<file path="src/rtl/branch_ctrl_if.sv">
// Branch-controller signal bundle: ID operands, EX/MEM destination info,
// pipeline control outputs and branch statistics.
interface branch_ctrl_if;
    logic        hold;
    logic        clr_stats;
    logic [2:0]  id_branch_op;
    logic [4:0]  id_rs;
    logic [4:0]  id_rt;
    logic        ex_reg_write;
    logic        ex_mem_read;
    logic [4:0]  ex_rd;
    logic        mem_mem_read;
    logic [4:0]  mem_rd;
    logic        branch_hazard;
    logic        stall_if_id;
    logic        flush_if_id;
    logic        pc_sel;
    logic [15:0] branch_count;
    logic [15:0] taken_count;
    logic [15:0] stall_count;

    modport master (
        output hold, clr_stats, id_branch_op, id_rs, id_rt,
        output ex_reg_write, ex_mem_read, ex_rd,
        output mem_mem_read, mem_rd, branch_hazard,
        input  stall_if_id, flush_if_id, pc_sel,
        input  branch_count, taken_count, stall_count
    );

    modport slave (
        input  hold, clr_stats, id_branch_op, id_rs, id_rt,
        input  ex_reg_write, ex_mem_read, ex_rd,
        input  mem_mem_read, mem_rd, branch_hazard,
        output stall_if_id, flush_if_id, pc_sel,
        output branch_count, taken_count, stall_count
    );
endinterface

</file>
<file path="src/rtl/branch_ctrl.sv">
// ID-stage branch resolution: stalls until forwarded operands are ready,
// then redirects the PC / flushes IF/ID and keeps saturating statistics.
module branch_ctrl (
    input logic          clk,
    input logic          reset,
    branch_ctrl_if.slave bus
);

    typedef enum logic {IDLE, HOLD} state_t;

    state_t     state, state_nxt;
    logic [1:0] cnt, cnt_nxt;
    logic [1:0] need;
    logic       is_branch;
    logic       rt_used;
    logic       ex_hit;
    logic       mem_hit;
    logic       stall;
    logic       resolve;
    logic       run;

    logic [15:0] branch_q, taken_q, stall_q;

    function automatic logic [15:0] sat_inc(input logic [15:0] v);
        return (v == 16'hFFFF) ? v : v + 16'd1;
    endfunction

    assign is_branch = bus.id_branch_op inside {3'h1, 3'h4, 3'h5, 3'h6, 3'h7};
    assign rt_used   = (bus.id_branch_op == 3'h4) || (bus.id_branch_op == 3'h5);

    // r0 is hard-wired zero, so it never carries a dependency
    assign ex_hit  = (bus.ex_rd != 5'd0) &&
                     ((bus.ex_rd == bus.id_rs) || (rt_used && bus.ex_rd == bus.id_rt));
    assign mem_hit = (bus.mem_rd != 5'd0) &&
                     ((bus.mem_rd == bus.id_rs) || (rt_used && bus.mem_rd == bus.id_rt));

    // Worst-case producer distance wins; the conditions never add up
    always_comb begin
        need = 2'd0;
        if (bus.ex_mem_read && ex_hit)
            need = 2'd2;
        else if ((bus.ex_reg_write && ex_hit) || (bus.mem_mem_read && mem_hit))
            need = 2'd1;
    end

    // Outputs are silenced during reset and while the pipeline is frozen
    assign run = !reset && !bus.hold;

    // Next-state and control decode
    always_comb begin
        state_nxt = state;
        cnt_nxt   = cnt;
        stall     = 1'b0;
        resolve   = 1'b0;
        unique case (state)
            IDLE: begin
                if (is_branch) begin
                    if (need == 2'd0) begin
                        resolve = 1'b1;
                    end else begin
                        stall     = 1'b1;
                        cnt_nxt   = need - 2'd1;
                        state_nxt = HOLD;
                    end
                end
            end
            HOLD: begin
                if (cnt != 2'd0) begin
                    stall   = 1'b1;
                    cnt_nxt = cnt - 2'd1;
                end else begin
                    resolve   = 1'b1;
                    state_nxt = IDLE;
                end
            end
            default: state_nxt = IDLE;
        endcase
    end

    assign bus.stall_if_id = run && stall;
    assign bus.pc_sel      = run && resolve && bus.branch_hazard;
    assign bus.flush_if_id = run && resolve && bus.branch_hazard;

    // State and countdown register, frozen while hold is high
    always_ff @(posedge clk or posedge reset) begin
        if (reset) begin
            state <= IDLE;
            cnt   <= 2'd0;
        end else if (!bus.hold) begin
            state <= state_nxt;
            cnt   <= cnt_nxt;
        end
    end

    // Saturating statistics; clear beats increment but not hold
    always_ff @(posedge clk or posedge reset) begin
        if (reset) begin
            branch_q <= 16'd0;
            taken_q  <= 16'd0;
            stall_q  <= 16'd0;
        end else if (!bus.hold) begin
            if (bus.clr_stats) begin
                branch_q <= 16'd0;
                taken_q  <= 16'd0;
                stall_q  <= 16'd0;
            end else begin
                if (resolve)
                    branch_q <= sat_inc(branch_q);
                if (resolve && bus.branch_hazard)
                    taken_q <= sat_inc(taken_q);
                if (stall)
                    stall_q <= sat_inc(stall_q);
            end
        end
    end

    assign bus.branch_count = branch_q;
    assign bus.taken_count  = taken_q;
    assign bus.stall_count  = stall_q;

endmodule
</file>
<file path="src/flat_wrapper.sv">
// flat-port wrapper written by rule: the top's interface ports become plain ports
module branch_ctrl_flat 
  (clk, reset, bus_hold, bus_clr_stats, bus_id_branch_op, bus_id_rs, bus_id_rt, bus_ex_reg_write, bus_ex_mem_read, bus_ex_rd, bus_mem_mem_read, bus_mem_rd, bus_branch_hazard, bus_stall_if_id, bus_flush_if_id, bus_pc_sel, bus_branch_count, bus_taken_count, bus_stall_count);
  branch_ctrl_if bus_i ();
  input logic clk;
  input logic reset;
  input wire logic [$bits(bus_i.hold)-1:0] bus_hold;
  input wire logic [$bits(bus_i.clr_stats)-1:0] bus_clr_stats;
  input wire logic [$bits(bus_i.id_branch_op)-1:0] bus_id_branch_op;
  input wire logic [$bits(bus_i.id_rs)-1:0] bus_id_rs;
  input wire logic [$bits(bus_i.id_rt)-1:0] bus_id_rt;
  input wire logic [$bits(bus_i.ex_reg_write)-1:0] bus_ex_reg_write;
  input wire logic [$bits(bus_i.ex_mem_read)-1:0] bus_ex_mem_read;
  input wire logic [$bits(bus_i.ex_rd)-1:0] bus_ex_rd;
  input wire logic [$bits(bus_i.mem_mem_read)-1:0] bus_mem_mem_read;
  input wire logic [$bits(bus_i.mem_rd)-1:0] bus_mem_rd;
  input wire logic [$bits(bus_i.branch_hazard)-1:0] bus_branch_hazard;
  output wire logic [$bits(bus_i.stall_if_id)-1:0] bus_stall_if_id;
  output wire logic [$bits(bus_i.flush_if_id)-1:0] bus_flush_if_id;
  output wire logic [$bits(bus_i.pc_sel)-1:0] bus_pc_sel;
  output wire logic [$bits(bus_i.branch_count)-1:0] bus_branch_count;
  output wire logic [$bits(bus_i.taken_count)-1:0] bus_taken_count;
  output wire logic [$bits(bus_i.stall_count)-1:0] bus_stall_count;
  assign bus_i.hold = bus_hold;
  assign bus_i.clr_stats = bus_clr_stats;
  assign bus_i.id_branch_op = bus_id_branch_op;
  assign bus_i.id_rs = bus_id_rs;
  assign bus_i.id_rt = bus_id_rt;
  assign bus_i.ex_reg_write = bus_ex_reg_write;
  assign bus_i.ex_mem_read = bus_ex_mem_read;
  assign bus_i.ex_rd = bus_ex_rd;
  assign bus_i.mem_mem_read = bus_mem_mem_read;
  assign bus_i.mem_rd = bus_mem_rd;
  assign bus_i.branch_hazard = bus_branch_hazard;
  assign bus_stall_if_id = bus_i.stall_if_id;
  assign bus_flush_if_id = bus_i.flush_if_id;
  assign bus_pc_sel = bus_i.pc_sel;
  assign bus_branch_count = bus_i.branch_count;
  assign bus_taken_count = bus_i.taken_count;
  assign bus_stall_count = bus_i.stall_count;
  branch_ctrl u_core (.clk(clk), .reset(reset), .bus(bus_i));
endmodule
</file>
<file path="config.mk">
export PLATFORM = sky130hd
export DESIGN_NAME = branch_ctrl_flat
export DESIGN_NICKNAME = d
export VERILOG_FILES = /design/src/rtl/branch_ctrl_if.sv /design/src/rtl/branch_ctrl.sv /design/src/flat_wrapper.sv
export SDC_FILE = /design/constraint.sdc
export NUM_CORES = 1
export LEC_CHECK = 0
export CORE_AREA = 10 10 95 97
export CTS_BUF_LIST = sky130_fd_sc_hd__clkbuf_8
export DETAILED_ROUTE_END_ITERATION = 10
export DIE_AREA = 0 0 105 107
export GPL_TIMING_DRIVEN = 0
export PLACE_DENSITY = 0.73
export SETUP_SLACK_MARGIN = 0.3
export SYNTH_ARGS = -nofsm -noshare
export SYNTH_HDL_FRONTEND = slang
export SYNTH_SLANG_ARGS = --single-unit
</file>
<file path="constraint.sdc">
create_clock -name clk -period 2.8 [get_ports clk]
set_clock_uncertainty 0.05 [all_clocks]
set_input_delay 0.42 -clock clk [delete_from_list [all_inputs] [get_ports clk]]
set_output_delay 0.42 -clock clk [all_outputs]
set_load 0.05 [all_outputs]
</file>
After elaboration in Yosys (flattened, before gate mapping)
Cells that the tools add are included.
Cells by class
  multiplexer cells: 23
  bitwise gates (word level): 2
  reduce and logical (&&, ||, !) cells: 30
  add/sub/neg operators: 5
  equal/unequal tests: 18
Operators by type and width (count)
  $mux W16: 9
  $add A16 B1 Y16 const B: 3
  $eq A16 B16 Y1 const B: 3
  $eq A5 B5 Y1: 4
  $reduce_bool A5 Y1: 3
  $eq A3 B3 Y1 const B: 4
  $logic_and A1 B1 Y1: 12
  $ne A2 B2 Y1 const B: 5
  $reduce_and A3 Y1: 3
  $mux W2: 4
  $reduce_bool A2 Y1: 4
  $mux W1: 7
  $logic_or A1 B1 Y1: 4
  $pmux W1 S2: 2
  $pmux W2 S2: 1
  $reduce_and A4 Y1: 1
  $sub A2 B1 Y2 const B: 2
  $eq A3 B1 Y1 const B: 1
  $logic_not A1 Y1: 2
  $logic_not A2 Y1: 1
  $ne A2 B1 Y1 const B: 1
  $not A1 Y1: 2
Word-level totals
  word-level logic and storage cells: 83
  input bits: 31
  output and inout port bits: 51
  register bits after elaboration: 51

Logic depth before layout (Yosys ltp)
Gate-level depths: netlist of run 1.
  depth after elaboration: 16
  depth in mapped cells: 10
  mapped depth without buffers: 8

Worst setup path before layout of run 1
OpenSTA, ideal clock, no wires.
  kind: input port to output port
  start: in bus_mem_rd[0]
  end: out bus_pc_sel
  arrival time: 2.522 ns
  stages: 8
  required time: 2.330 ns
  buffers on the path: 3
  path slack: -0.192 ns
  cells stage by stage: or4_1 > o21a_1 > a21oi_4 > a31o_1 > buf_6 > buf_2 > and3_1 > buf_4
On the way
  cells in the longest elaborated chain, start to end: 14
  elaborated cells on any way between the ends: 16
  those cells by class: eq/ne: 2; mux: 5; reduce/logical: 9
RTL lines
  start: declaration: RTL line flat_wrapper.sv:16  | input wire logic [$bits(bus_i.mem_rd)-1:0] bus_mem_rd;
  $eq A5 B5 Y1: RTL line branch_ctrl.sv:35  | ((bus.mem_rd == bus.id_rs) || (rt_used && bus.mem_rd == bus.id_rt));
  $logic_and A1 B1 Y1: RTL line branch_ctrl.sv:35
  $logic_or A1 B1 Y1: RTL line branch_ctrl.sv:35
  $logic_and A1 B1 Y1 (*): RTL line branch_ctrl.sv:34  | assign mem_hit = (bus.mem_rd != 5'd0) &&
  $logic_and A1 B1 Y1 (*): RTL line branch_ctrl.sv:42  | else if ((bus.ex_reg_write && ex_hit) || (bus.mem_mem_read && mem_hit))
  $logic_or A1 B1 Y1 (*): RTL line branch_ctrl.sv:42
  $mux W1 (*): RTL line branch_ctrl.sv:42
  $mux W2 (*): RTL line branch_ctrl.sv:40  | if (bus.ex_mem_read && ex_hit)
  $logic_not A2 Y1 (*): RTL line branch_ctrl.sv:58  | if (need == 2'd0) begin
  $mux W1 (*): RTL line branch_ctrl.sv:58
  $mux W1 (*): RTL line branch_ctrl.sv:57  | if (is_branch) begin
  $pmux W1 S2 (*): RTL line branch_ctrl.sv:55  | unique case (state)
  $logic_and A1 B1 Y1 (*) (2 in a row)
  end: declaration: RTL line flat_wrapper.sv:20  | output wire logic [$bits(bus_i.pc_sel)-1:0] bus_pc_sel;
Mark *: on every way between the ends. The rest lies on a longest branch, timed or not.

Worst setup path in the final report of run 1
  start: in bus_mem_rd[3]
  end: out bus_pc_sel
On the way
  cells in the longest elaborated chain, start to end: 14
  elaborated cells on any way between the ends: 16
  those cells by class: eq/ne: 2; mux: 5; reduce/logical: 9
RTL lines
  $eq A5 B5 Y1: RTL line branch_ctrl.sv:35
  $logic_and A1 B1 Y1: RTL line branch_ctrl.sv:35
  $logic_or A1 B1 Y1: RTL line branch_ctrl.sv:35
  $logic_and A1 B1 Y1 (*): RTL line branch_ctrl.sv:34
  $logic_and A1 B1 Y1 (*): RTL line branch_ctrl.sv:42
  $logic_or A1 B1 Y1 (*): RTL line branch_ctrl.sv:42
  $mux W1 (*): RTL line branch_ctrl.sv:42
  $mux W2 (*): RTL line branch_ctrl.sv:40
  $logic_not A2 Y1 (*): RTL line branch_ctrl.sv:58
  $mux W1 (*): RTL line branch_ctrl.sv:58
  $mux W1 (*): RTL line branch_ctrl.sv:57
  $pmux W1 S2 (*): RTL line branch_ctrl.sv:55
  $logic_and A1 B1 Y1 (*) (2 in a row): RTL line branch_ctrl.sv:81  | assign bus.pc_sel = run && resolve && bus.branch_hazard;
Marks and branches as above.

==> results.md, run 1 <==
Synthesis:
- The number of cells produced by synthesis is around 350.
- Counting flops and latches in the post-synthesis netlist gives 51.
- The largest total area in the synthesized netlist belongs to sky130_fd_sc_hd__dfrtp_1.
- The synthesis warning total is 0.
- By area the synthesized netlist is led by sky130_fd_sc_hd__dfrtp_1 41%, sky130_fd_sc_hd__xnor2_1 7.6%, sky130_fd_sc_hd__nand2_1 5.4%, sky130_fd_sc_hd__nor2_1 4.7%, sky130_fd_sc_hd__xor2_1 4.2%.
- After synthesis, flip-flops and latches occupy 40.8% of the total area.
- After synthesis, the mean cell area works out to 8.86 um^2.
- In the synthesized netlist the dominant register cell turns out to be sky130_fd_sc_hd__dfrtp_1.
- Yosys mapped a number of flops with a built-in enable equal to 0.
- For this run, asynchronously set or reset flops after synthesis account for 100%.
- Counting every net in the synthesized netlist gives 387.
- Synthesis instantiated 47 different standard cells from the library.
- The cell area that synthesis handed to floorplanning was 3130 um^2.
- The synthesized design devotes to its leading area cell type about two fifths of total area.

Worst setup path:
- The data arrival time at the worst-slack endpoint is ~2200 ps.
- The required time reported for the critical path endpoint is approximately 2300 ps.
- The kind of end point of the critical path is an output port.
- The category of the worst setup path launch point is an input port.
- Of all nets on the critical path, the largest fanout is 2.
- The critical path class is in -> out.

Route:
- The number of vias per cell is 5.39.
- The number of search-and-repair iterations in the first detailed-routing pass is 4.
- Wires add up to a little under 10000 um.
- In this run, the number of DRC markers left after iteration 0 of detailed routing was 95.
- The routed layout has 3034 vias.
- The detail route stage leaves a number of antenna-violating nets equal to 0.
- The detailed-route DRC error count is 0.
- In the final routed layout, each cell accounts on average for approximately 17 um.

Pwr:
- The standby leakage power is 1.93 nW.
- The internal power contribution is 1.19 mW.
- After layout, the design draws a total of around 1.8 mW.
- The peak ir drop on the vdd network is 0.184 mV.
- The switching power as a share of total power is 34.4%.
- The part of the total power dissipated in combinational logic is approximately 30%.
- The proportion of power drawn by flip-flops and latches is a little under half.
- The net switching power figure is approximately 630 uW.
- The clock network power share is 25.0%.
- The total power divided by cell area is about 400 nW/um^2.

Die:
- Pin placement for this block handled 82 I/O pins.
- The initial utilization of the core area, before any placement, comes to 43.8%.
- The floorplan step defined a die boundary enclosing 11200 um^2.
- The floorplan step set the die height to between 100 and 150 um.
- After floorplanning, the core was sized to cover 7140 um^2.
- The die is 105 um wide.
- The row count is 31.

Finish:
- The post-route standard cell area excluding fillers is 4520 um^2.
- At the end of the flow, the number of nets in the layout was 497.
- In the layout the commonest cells are 56 x sky130_fd_sc_hd__clkdlybuf4s50_1, 49 x sky130_fd_sc_hd__dfrtp_1, 44 x sky130_fd_sc_hd__nand2_1.
- The post-route netlist has 20.3% of its cells at a drive strength greater than 1.
- The count of inserted antenna diode cells is 0.
- Relative to the synthesized area, the layout overhead comes to 44.4%.
- The most common cell after layout, fill and taps aside is sky130_fd_sc_hd__clkdlybuf4s50_1.
- Leaving out filler cells and counting taps, the final layout contains between 500 and 600.

Timing:
- At the pin with the least slew margin, the transition time is 682 ps.
- Setup repair after global routing could not meet its margin everywhere.
- The accumulated negative setup slack is 0 ps.
- The clock period minus final worst setup slack is ~2700 ps.
- The count of pins over their slew limit is 0.
- Static timing analysis puts the maximum clock frequency at 375 MHz.
- The hold violation count in the final report is 0.
- Measured against its own limit, the worst slew margin works out to 54.3%.
- After layout, the worst path uses 95.2% of the clock period.
- The count of final setup violators is 0.

Placed design:
- The standard cell area after detailed placement is 4090 um^2.
- After legalization and detailed placement, the total HPWL measured between 6000 and 7000 um.
- In this run the tool buffered the top-level ports with 81 buffer cells.
- The final RePlAce weighted congestion is 0.792.
- The number of placed instances, taps included is 533.

GRT:
- The largest net degree at the start of global routing is 27.
- The number of antenna violations at the first check in global routing is 0.
- The number of global-route vias before repair is between 3000 and 4000.
- The first global-routing pass estimated 15800 um of wire.
- The overflow left after global routing is 0.
- The total track usage is between 15 and 20%.

Run status:
- The flow ran to the end, and the final reports show no timing, DRC or antenna violations.

CTS:
- The number of buffers created by CTS is 5.
- The number of sinks handled by clock tree synthesis is 51.
- The count of hold buffers inserted by post-cts repair is 0.
- Counting along the longest clock path gives a buffer depth of 2.
- The clock latency on the worst-skew pair is 310 ps.
- The post-CTS clock slew at the launch and capture registers of the worst setup and hold paths is about 80 ps.
- The maximum level of the CTS H-tree is 2.
- TritonCTS built the clock tree.
- Clock tree synthesis selected as its root buffer the cell sky130_fd_sc_hd__clkbuf_8.

Flow run:
- The count of maximum capacitance violations is 0.

Min path:
- The worst hold path class is reg -> reg.
worst paths after layout:
path,slack (ps),start,cells after the start,to
max in group asynchronous,1630,reset,2,u_core.bus.stall_count[6]
min in group asynchronous,590,reset,2,u_core.bus.taken_count[1]
setup / recovery,130,bus_mem_rd[3],10,bus_pc_sel
hold reg to reg,460,u_core.cnt[1],1,u_core.cnt[1]
setup reg to reg,370,u_core.bus.stall_count[5],8,u_core.bus.stall_count[6]
hold / removal,460,u_core.cnt[1],1,u_core.cnt[1]
power by group through the flow:
stage / sequential (mW) / clock (mW) / combinational [mW]
2_1_floorplan: 0.945 / 0 / 0.189
3_3_place_gp: 0.841 / 0 / 0.473
3_5_place_dp: 0.842 / 0 / 0.481
4_1_cts: 0.828 / 0.464 / 0.508
5_1_grt: 0.836 / 0.490 / 0.578
6_report: 0.829 / 0.455 / 0.538
per-stage QoR:
step	hold WS [ps]	utilization, %	setup slack, ps
finish	456	63.3	134
global route	483	63.3	89.8
CTS	459	60.8	146
detailed placement	436	57.2	-1080
global placement	425	57.2	-1070
floorplan	408	-	165
cell usage after synthesis, types with 3 or more instances:
cell / instances
sky130_fd_sc_hd__nor3_1: 9
sky130_fd_sc_hd__xor2_1: 15
sky130_fd_sc_hd__dfrtp_1: 51
sky130_fd_sc_hd__nand2b_1: 7
sky130_fd_sc_hd__xnor2_1: 27
sky130_fd_sc_hd__o21ai_0: 8
sky130_fd_sc_hd__or4_1: 12
sky130_fd_sc_hd__a31o_2: 3
sky130_fd_sc_hd__o211ai_1: 14
sky130_fd_sc_hd__nand4_1: 8
sky130_fd_sc_hd__mux2i_1: 3
sky130_fd_sc_hd__o31ai_1: 3
sky130_fd_sc_hd__and3_1: 13
sky130_fd_sc_hd__nand2_1: 45
sky130_fd_sc_hd__nor2_1: 39
sky130_fd_sc_hd__inv_1: 9
sky130_fd_sc_hd__a21oi_1: 4
sky130_fd_sc_hd__ha_1: 3
sky130_fd_sc_hd__and4_1: 3
sky130_fd_sc_hd__clkbuf_1: 11
sky130_fd_sc_hd__nand3_1: 25
sky130_fd_sc_hd__nor2b_1: 6
worst max-delay path, cell delays in order:
cell                      delay, ps
sky130_fd_sc_hd__buf_8          100
sky130_fd_sc_hd__or4_4          520
sky130_fd_sc_hd__o21a_4         250
sky130_fd_sc_hd__a21oi_4        130
sky130_fd_sc_hd__a31o_1         170
sky130_fd_sc_hd__buf_6          100
sky130_fd_sc_hd__buf_8           90
sky130_fd_sc_hd__and3_4         190
sky130_fd_sc_hd__buf_8          100
sky130_fd_sc_hd__buf_8          130
layout make-up:
| cell class | count | area [um^2] |
|---|---|---|
| fill | 608 | 2620 |
| clock inverter | 2 | 12.5 |
| clock buffer | 6 | 82.6 |
| buffer | 16 | 119 |
| sequential | 51 | 1280 |
| multi-input combinational | 278 | 1900 |
| timing repair inverter | 2 | 12.5 |
| timing repair buffer | 100 | 946 |
| inverter | 9 | 37.5 |
| tap | 99 | 124 |
sequential cells by signal (all words and copies together) (netlist names):
signal and count:
u_core.bus.stall_count 16, u_core.cnt 2, u_core.state 1, u_core.bus.taken_count 16, u_core.bus.branch_count 16
per-layer routing:
layer  up-vias  routed length [um]  global-route usage [%]
met1      1452                4360                    21.6
met4         0                  72                    4.12
met3         8                 586                    4.13
met2        98                4670                    27.9
li1       1476                   -                       -
met5         -                   0                       0
timing repair:
item,4_1_cts,5_1_grt
setup buffers,14,4
pin swaps,16,21
resized for setup,102,56
endpoints found under the setup margin,36,37
cloned,2,2
cells by family after synthesis:
logic type / count (synthesis) / share of synthesized area (%)
buffers and inverters: 25 / 3.68
xor gates and xnor gates: 42 / 11.8
AOI/OAI and AO/OA: 51 / 12.4
and+or+nand+nor: 178 / 29.2
muxes: 3 / 0.960
DFF: 51 / 40.8
adders and majority gates: 3 / 1.20
No activity file was read; power rests on OpenSTA's default activity.
==> run 2, diff against run 1 <==
--- a/config.mk
+++ b/config.mk
@@ -5,12 +5,13 @@
 export SDC_FILE = /design/constraint.sdc
 export NUM_CORES = 1
 export LEC_CHECK = 0
-export CORE_AREA = 10 10 95 97
+export CORE_AREA = 10 10 119 78
 export CTS_BUF_LIST = sky130_fd_sc_hd__clkbuf_8
 export DETAILED_ROUTE_END_ITERATION = 10
-export DIE_AREA = 0 0 105 107
+export DIE_AREA = 0 0 129 88
 export GPL_TIMING_DRIVEN = 0
-export PLACE_DENSITY = 0.73
+export HOLD_SLACK_MARGIN = 0.05
+export PLACE_DENSITY = 0.74
 export SETUP_SLACK_MARGIN = 0.3
 export SYNTH_ARGS = -nofsm -noshare
 export SYNTH_HDL_FRONTEND = slang
==> results.md, run 2 (synthesis results as in run 1) <==
Timing:
- The hold violation count in the final report was 0 (unchanged).
- The count of pins over their slew limit is 0 (unchanged).
- The worst max-slew margin expressed relative to the limit was 50.9% (-3.4 points).
- Setup repair after global routing could not meet its margin everywhere.
- The clock period minus final worst setup slack is 2650 ps (-15.4 ps).
- The achievable frequency is 377 MHz (+0.58%).
- The slew at the pin closest to its max-slew limit is 733 ps (+50.7 ps).
- The final clock period utilization by the worst path is 94.7% (-0.55 points).
- The count of final setup violators is 0 (unchanged).

Worst setup path:
- The worst setup path is of the in -> out kind.
- The endpoint of the most critical register-to-register path is u_core.bus.stall_count[4].
- The logic depth of the worst register-to-register path came to 9 (+1).
- The required time reported for the critical path endpoint was 2330 ps (about the same).
- The worst-case register-to-register setup slack was 430 ps (+60 ps).
- The kind of end point of the critical path is an output port.
- The largest fanout on the critical path is 2 (unchanged).
- The startpoint of the worst-slack reg-to-reg timing path is u_core.bus.stall_count[6].
- The data arrival time at the worst-slack endpoint came to 2180 ps (-20 ps).
- The category of the worst setup path launch point is an input port.

CTS:
- The maximum level of the CTS H-tree is 2 (unchanged).
- The number of sinks handled by clock tree synthesis is 51 (unchanged).
- TritonCTS built the clock tree.
- The number of buffers on the longest clock path is 2 (unchanged).
- The clock latency on the worst-skew pair was 310 ps (about the same).
- The number of buffers created by CTS is 5 (unchanged).
- CTS placed an instance of sky130_fd_sc_hd__clkbuf_8 at the clock tree root.
- The post-CTS clock slew at the launch and capture registers of the worst setup and hold paths is 90 ps (about the same).

Die:
- The die area is 11400 um^2 (+1.0%).
- The row count came to 24 (-23%).
- The placeable core area is 7090 um^2 (-0.70%).
- The floorplan die height was 88 um (-18%).
- The I/O pin total came to 82 (unchanged).
- The horizontal die dimension is 129 um (+23%).
- The effective utilization at floorplan came to 44.1% (+0.31 points).

GRT:
- The global-route wire length before repair came to 16600 um (+5.0%).
- The total track usage is 18.1% (+1.3 points).
- The largest net degree at the start of global routing is 27 (unchanged).
- The number of global-route vias before repair was 3092 (-0.61%).
- The number of antenna violations at the first check in global routing was 0 (unchanged).
- The overflow left after global routing is 0 (unchanged).

Min path:
- The end point of the worst hold path is u_core.cnt[1].
- The depth of the worst hold-timing path is 1 (unchanged).
- The startpoint of the worst hold path is u_core.cnt[1].
- In this run the worst hold path is classified as reg -> reg.

Route:
- The detailed-route DRC error count is 0 (unchanged).
- The final routed wire length divided by cell count was 18.3 um (+6.1%).
- The wire length after detailed routing came to 10200 um (+4.9%).
- The remaining antenna violation count is 0 (unchanged).
- The number of search-and-repair iterations in the first detailed-routing pass is 5 (+1).
- The number of DRC violations after detailed-routing iteration 0 is 200 (+110%).
- The number of vias per cell is 5.64 (+4.7%).
- The count of vias placed by the detailed router is 3144 (+3.6%).

Finish:
- The post-route standard cell area excluding fillers is 4450 um^2 (-1.4%).
- The sequential cell area is 1280 um^2 (unchanged).
- The count of inserted antenna diode cells is 0 (unchanged).
- The fraction of final layout cells with drive strength greater than 1 came to 20.0% (-0.30 points).
- The area occupied by multi-input gates is 1850 um^2 (-3.0%).
- The area growth from synthesis to layout is 42.3%.
- The library cell used most frequently in the layout, excluding fill and tap cells, is sky130_fd_sc_hd__clkdlybuf4s50_1.
- The number of fillers in the final layout is 611 (+0.49%).
- The top cell types in the final layout, fill and taps aside, are 56 x sky130_fd_sc_hd__clkdlybuf4s50_1, 49 x sky130_fd_sc_hd__dfrtp_1, 45 x sky130_fd_sc_hd__nand2_1.
- The net count reported at finish is 499 (+0.40%).

Pwr:
- The standby leakage power is 1.90 nW (-1.6%).
- The total power divided by cell area is 404 nW/um^2 (+0.22%).
- The peak ir drop on the vdd network is 0.241 mV (+31%).
- The total power after layout is 1.80 mW (-1.2%).

Placed design:
- The standard cell area after detailed placement is 4080 um^2 (-0.25%).
- The post-DP HPWL came to 7130 um (+8.5%).
- The count of input and output buffers is 81 (unchanged).
- The final RePlAce weighted congestion is 0.866 (+9.4%).

Flow run:
- The count of maximum capacitance violations is 0 (unchanged).

Run status:
- The flow ran to the end, and the final reports show no timing, DRC or antenna violations.
==> run 2: layer usage <==
layer	global-route usage (%)	vias to the layer above	wire, um
met5	0	-	0
met4	4.11	0	202
met3	5.37	21	803
met2	28.4	113	4600
met1	24.2	1530	4570
li1	-	1480	-
==> run 2: what timing repair did <==
item | in CTS | in global routing
gates cloned | 2 | 0
pin swaps | 17 | 20
hold buffers | 0 | 0
setup endpoints to repair | 39 | 47
setup buffers | 9 | 13
gates resized for setup | 102 | 61
==> run 2: where the power goes <==
part | switching [mW] | total (mW) | internal (mW)
registers | 0.0524 | 0.825 | 0.772
clock network | 0.265 | 0.437 | 0.172
logic | 0.316 | 0.538 | 0.222
total | 0.633 | 1.80 | 1.17
==> run 2: worst max path at each step <==
stage,startpoint,end,depth (start not counted)
after floorplan,bus_mem_rd[0],bus_pc_sel,8
after global placement,bus_mem_rd[0],bus_pc_sel,10
after detailed placement,bus_mem_rd[3],bus_pc_sel,10
after CTS,bus_mem_rd[2],bus_pc_sel,10
after global routing,bus_mem_rd[2],bus_pc_sel,10
final,bus_mem_rd[2],bus_pc_sel,10
==> run 2: critical path, cell delays in order <==
cell and delay (ps):
sky130_fd_sc_hd__buf_8 90, sky130_fd_sc_hd__or4_1 510, sky130_fd_sc_hd__o21a_1 240, sky130_fd_sc_hd__a21oi_4 140
sky130_fd_sc_hd__a31o_1 170, sky130_fd_sc_hd__buf_6 110, sky130_fd_sc_hd__buf_8 90, sky130_fd_sc_hd__and3_4 180
sky130_fd_sc_hd__buf_8 90, sky130_fd_sc_hd__buf_8 130
==> run 2: layout make-up <==
| cell class | instances | share of cell area [%] |
|---|---|---|
| repair buffers | 103 | 21.5 |
| flip-flops and latches | 51 | 28.7 |
| inverters | 9 | 0.843 |
| clock inverters | 3 | 0.365 |
| multi-input cells | 277 | 41.5 |
| plain buffers | 16 | 2.64 |
| well taps | 91 | 2.56 |
| repair inverters | 2 | 0.281 |
| clock buffers | 5 | 1.55 |
==> run 2: metrics by stage <==
| stage | worst slack (ps) | instances | hold slack, ps | util [%] | TNS, ps |
|---|---|---|---|---|---|
| 6_report | 150 | 557 | 482 | 62.8 | 0 |
| 3_5_place_dp | -1090 | 525 | 433 | 57.5 | -9330 |
| 4_1_cts | 136 | 544 | 454 | 59.6 | 0 |
| 5_1_grt | 59.5 | 557 | 494 | 62.8 | 0 |
| 3_3_place_gp | -1060 | 525 | 431 | 57.5 | -7200 |
| 2_1_floorplan | 165 | 353 | 408 | - | 0 |
==> run 3, diff against run 2 <==
--- a/config.mk
+++ b/config.mk
@@ -5,6 +5,7 @@
 export SDC_FILE = /design/constraint.sdc
 export NUM_CORES = 1
 export LEC_CHECK = 0
+export CAP_MARGIN = 20
 export CORE_AREA = 10 10 119 78
 export CTS_BUF_LIST = sky130_fd_sc_hd__clkbuf_8
 export DETAILED_ROUTE_END_ITERATION = 10
==> results.md, run 3 (synthesis results as in run 1) <==
Route:
- The final routed wire length divided by cell count is 18.1 um (-1.1%).
- The number of search-and-repair iterations in the first detailed-routing pass is 4 (-1).
- The remaining antenna violation count is 0 (unchanged).
- The number of vias per cell is 5.57 (-1.4%).
- The detailed-route DRC error count came to 0 (unchanged).
- The number of DRC violations after detailed-routing iteration 0 is 275 (+38%).
- The wire length after detailed routing is 10100 um (-1.1%).
- The count of vias placed by the detailed router is 3100 (-1.4%).

CTS:
- The number of sinks handled by clock tree synthesis was 51 (unchanged).
- The number of buffers created by CTS is 5 (unchanged).
- The cell chosen for the clock root is sky130_fd_sc_hd__clkbuf_8.
- The number of buffers on the longest clock path is 2 (unchanged).
- The maximum level of the CTS H-tree is 2 (unchanged).
- The clock latency on the worst-skew pair is 310 ps (about the same).
- The count of hold buffers inserted by post-cts repair is 0 (unchanged).
- The post-CTS clock slew at the launch and capture registers of the worst setup and hold paths is 100 ps (about the same).
- TritonCTS built the clock tree.

Finish:
- The number of fillers in the final layout came to 599 (-2.0%).
- The non-filler instance count after layout is 557 (unchanged).
- The post-route standard cell area excluding fillers is 4500 um^2 (+1.2%).
- The fraction of final layout cells with drive strength greater than 1 is 19.5% (-0.43 points).
- The net count reported at finish came to 499 (unchanged).
- The count of inserted antenna diode cells is 0 (unchanged).
- Leaving out fill and tap cells, the most frequent cells in the layout are 56 x sky130_fd_sc_hd__clkdlybuf4s50_1, 49 x sky130_fd_sc_hd__dfrtp_1, 44 x sky130_fd_sc_hd__nand2_1.
- The most common cell after layout, fill and taps aside is sky130_fd_sc_hd__clkdlybuf4s50_1.
- The post-synthesis to final-layout area growth is 44.0%.
- The core occupancy in the finished layout is 63.5% (+0.74 points).

GRT:
- The overflow left after global routing is 0 (unchanged).
- The met1 capacity usage during global routing was 24.0% (-0.19 points).
- The number of global-route vias before repair is 3080 (-0.39%).
- The global-route wire length before repair was 16400 um (-1.4%).
- The met2 usage in global routing is 28.6% (+0.28 points).
- The peak-usage layer in the global routing report is met2.
- The number of antenna violations at the first check in global routing is 0 (unchanged).
- The largest net degree at the start of global routing was 42 (+56%).
- The total track usage is 17.8% (-0.38 points).
- The met3 track demand over resource in global routing is 4.47% (-0.91 points).

Run status:
- The run finished with clean final reports.

Timing:
- The hold violation count in the final report is 0 (unchanged).
- The clock period minus final worst setup slack is 2670 ps (+24.5 ps).
- Setup repair after global routing could not meet its margin everywhere.
- The count of pins over their slew limit is 0 (unchanged).
- The achievable frequency is 374 MHz (-0.91%).
- The worst max-slew margin expressed relative to the limit was 48.1% (-2.8 points).
- The accumulated negative setup slack is 0 ps (unchanged).
- The worst hold-check slack was 438 ps (-44.2 ps).
- The slew at the pin closest to its max-slew limit came to 777 ps (+44.2 ps).
- The count of final setup violators is 0 (unchanged).
- The final clock period utilization by the worst path came to 95.5% (+0.87 points).
- The worst-case setup margin in the final layout came to 125 ps (-24.5 ps).

Placed design:
- The standard cell area after detailed placement came to 4100 um^2 (+0.49%).
- The count of input and output buffers is 81 (unchanged).
- The number of placed instances, taps included is 526 (+0.19%).
- The post-DP HPWL is 7210 um (+1.1%).
- The final RePlAce weighted congestion was 0.866 (unchanged).
- The post-placement worst setup slack is -1080 ps (+8.72 ps).

Die:
- The horizontal die dimension came to 129 um (unchanged).
- The placeable core area is 7090 um^2 (unchanged).
- The floorplan die height is 88 um (unchanged).
- The effective utilization at floorplan is 44.1% (unchanged).
- The row count came to 24 (unchanged).
- The die area is 11400 um^2 (unchanged).
- The I/O pin total is 82 (unchanged).

Worst setup path:
- The data arrival time at the worst-slack endpoint is 2200 ps (+20 ps).
- The delay of the slowest cell on the worst path is 290 ps (-220 ps).
- The worst setup path is launched from an input port.
- The required time reported for the critical path endpoint is 2330 ps (about the same).
- Walking the worst path, the cells encountered are buf_6 > xnor2_2 > nand3_1 > o32ai_2 > o211ai_1 > a31o_1 > buf_6 > buf_8 > and3_4 > buf_8 > buf_8.
- The largest fanout on the critical path is 2 (unchanged).
- The critical path is of the in -> out type.
- The cell family with the largest share of critical-path delay is compound AO/OA/AOI/OAI gates.
- The number of buffer and inverter instances along the worst setup path came to 5 (unchanged).
- The most frequent cell on the critical path is sky130_fd_sc_hd__buf_8.
- For this design, the slowest cell found on the critical path is sky130_fd_sc_hd__o32ai_2.
- The worst setup path is captured at an output port.

Min path:
- The worst hold path class is in -> async.

Flow run:
- The count of maximum capacitance violations was 0 (unchanged).

Pwr:
- The standby leakage power is 1.93 nW (+1.4%).
- The total power divided by cell area is 401 nW/um^2 (-0.85%).
- The peak ir drop on the vdd network is 0.235 mV (-2.6%).
- The total power after layout is 1.81 mW (+0.32%).
==> run 3: changes by cell type in the layout (fill, tap and decap cells not counted), moves of 2 or more <==
cell | before | now
sky130_fd_sc_hd__or4_4 | 0 | 2
sky130_fd_sc_hd__or4_1 | 12 | 10
sky130_fd_sc_hd__buf_8 | 8 | 5
sky130_fd_sc_hd__dlygate4sd2_1 | 0 | 4
sky130_fd_sc_hd__buf_12 | 0 | 2
sky130_fd_sc_hd__clkdlybuf4s15_2 | 0 | 4
sky130_fd_sc_hd__clkbuf_2 | 7 | 4
==> run 3: routing by layer <==
| metal | up-vias | wire length (um) |
|---|---|---|
| li1 | 1483 | - |
| met1 | 1509 | 4550 |
| met3 | 6 | 775 |
| met5 | - | 0 |
| met2 | 102 | 4680 |
| met4 | 0 | 50 |
==> run 3: path summary, 6_finish.rpt <==
check | from | to | slack, ps | depth (start not counted)
hold / removal | reset | u_core.bus.taken_count[14] | 440 | 2
min in group clk | u_core.cnt[1] | u_core.cnt[1] | 470 | 1
setup reg to reg | u_core.bus.stall_count[5] | u_core.bus.stall_count[15] | 440 | 9
hold reg to reg | u_core.cnt[1] | u_core.cnt[1] | 470 | 1
max in group asynchronous | reset | u_core.bus.stall_count[6] | 1740 | 3
setup / recovery | bus_id_rs[2] | bus_pc_sel | 130 | 11
==> run 3: final cells by class <==
cell class              count  area, um^2  share of cell area [%]
well taps                  91         114                    2.53
inverters                   9        37.5                   0.834
clock buffers               5        68.8                    1.53
flip-flops and latches     51        1280                    28.4
repair buffers            104         996                    22.1
clock inverters             3        16.3                   0.361
plain buffers              16         118                    2.61
multi-input cells         278        1870                    41.6
==> run 3: power by group <==
group	internal [mW]	switching [mW]	total, mW	leakage [nW]
clock	0.172	0.256	0.428	0.0453
sequential	0.772	0.0541	0.826	0.699
combinational	0.231	0.320	0.551	1.19
total	1.18	0.630	1.81	1.93
==> run 3: repair_timing <==
action,in CTS,in global routing
endpoints found under the setup margin,41,45
pin swaps,17,18
gates cloned,0,3
resized for setup,104,48
buffers inserted,14,6
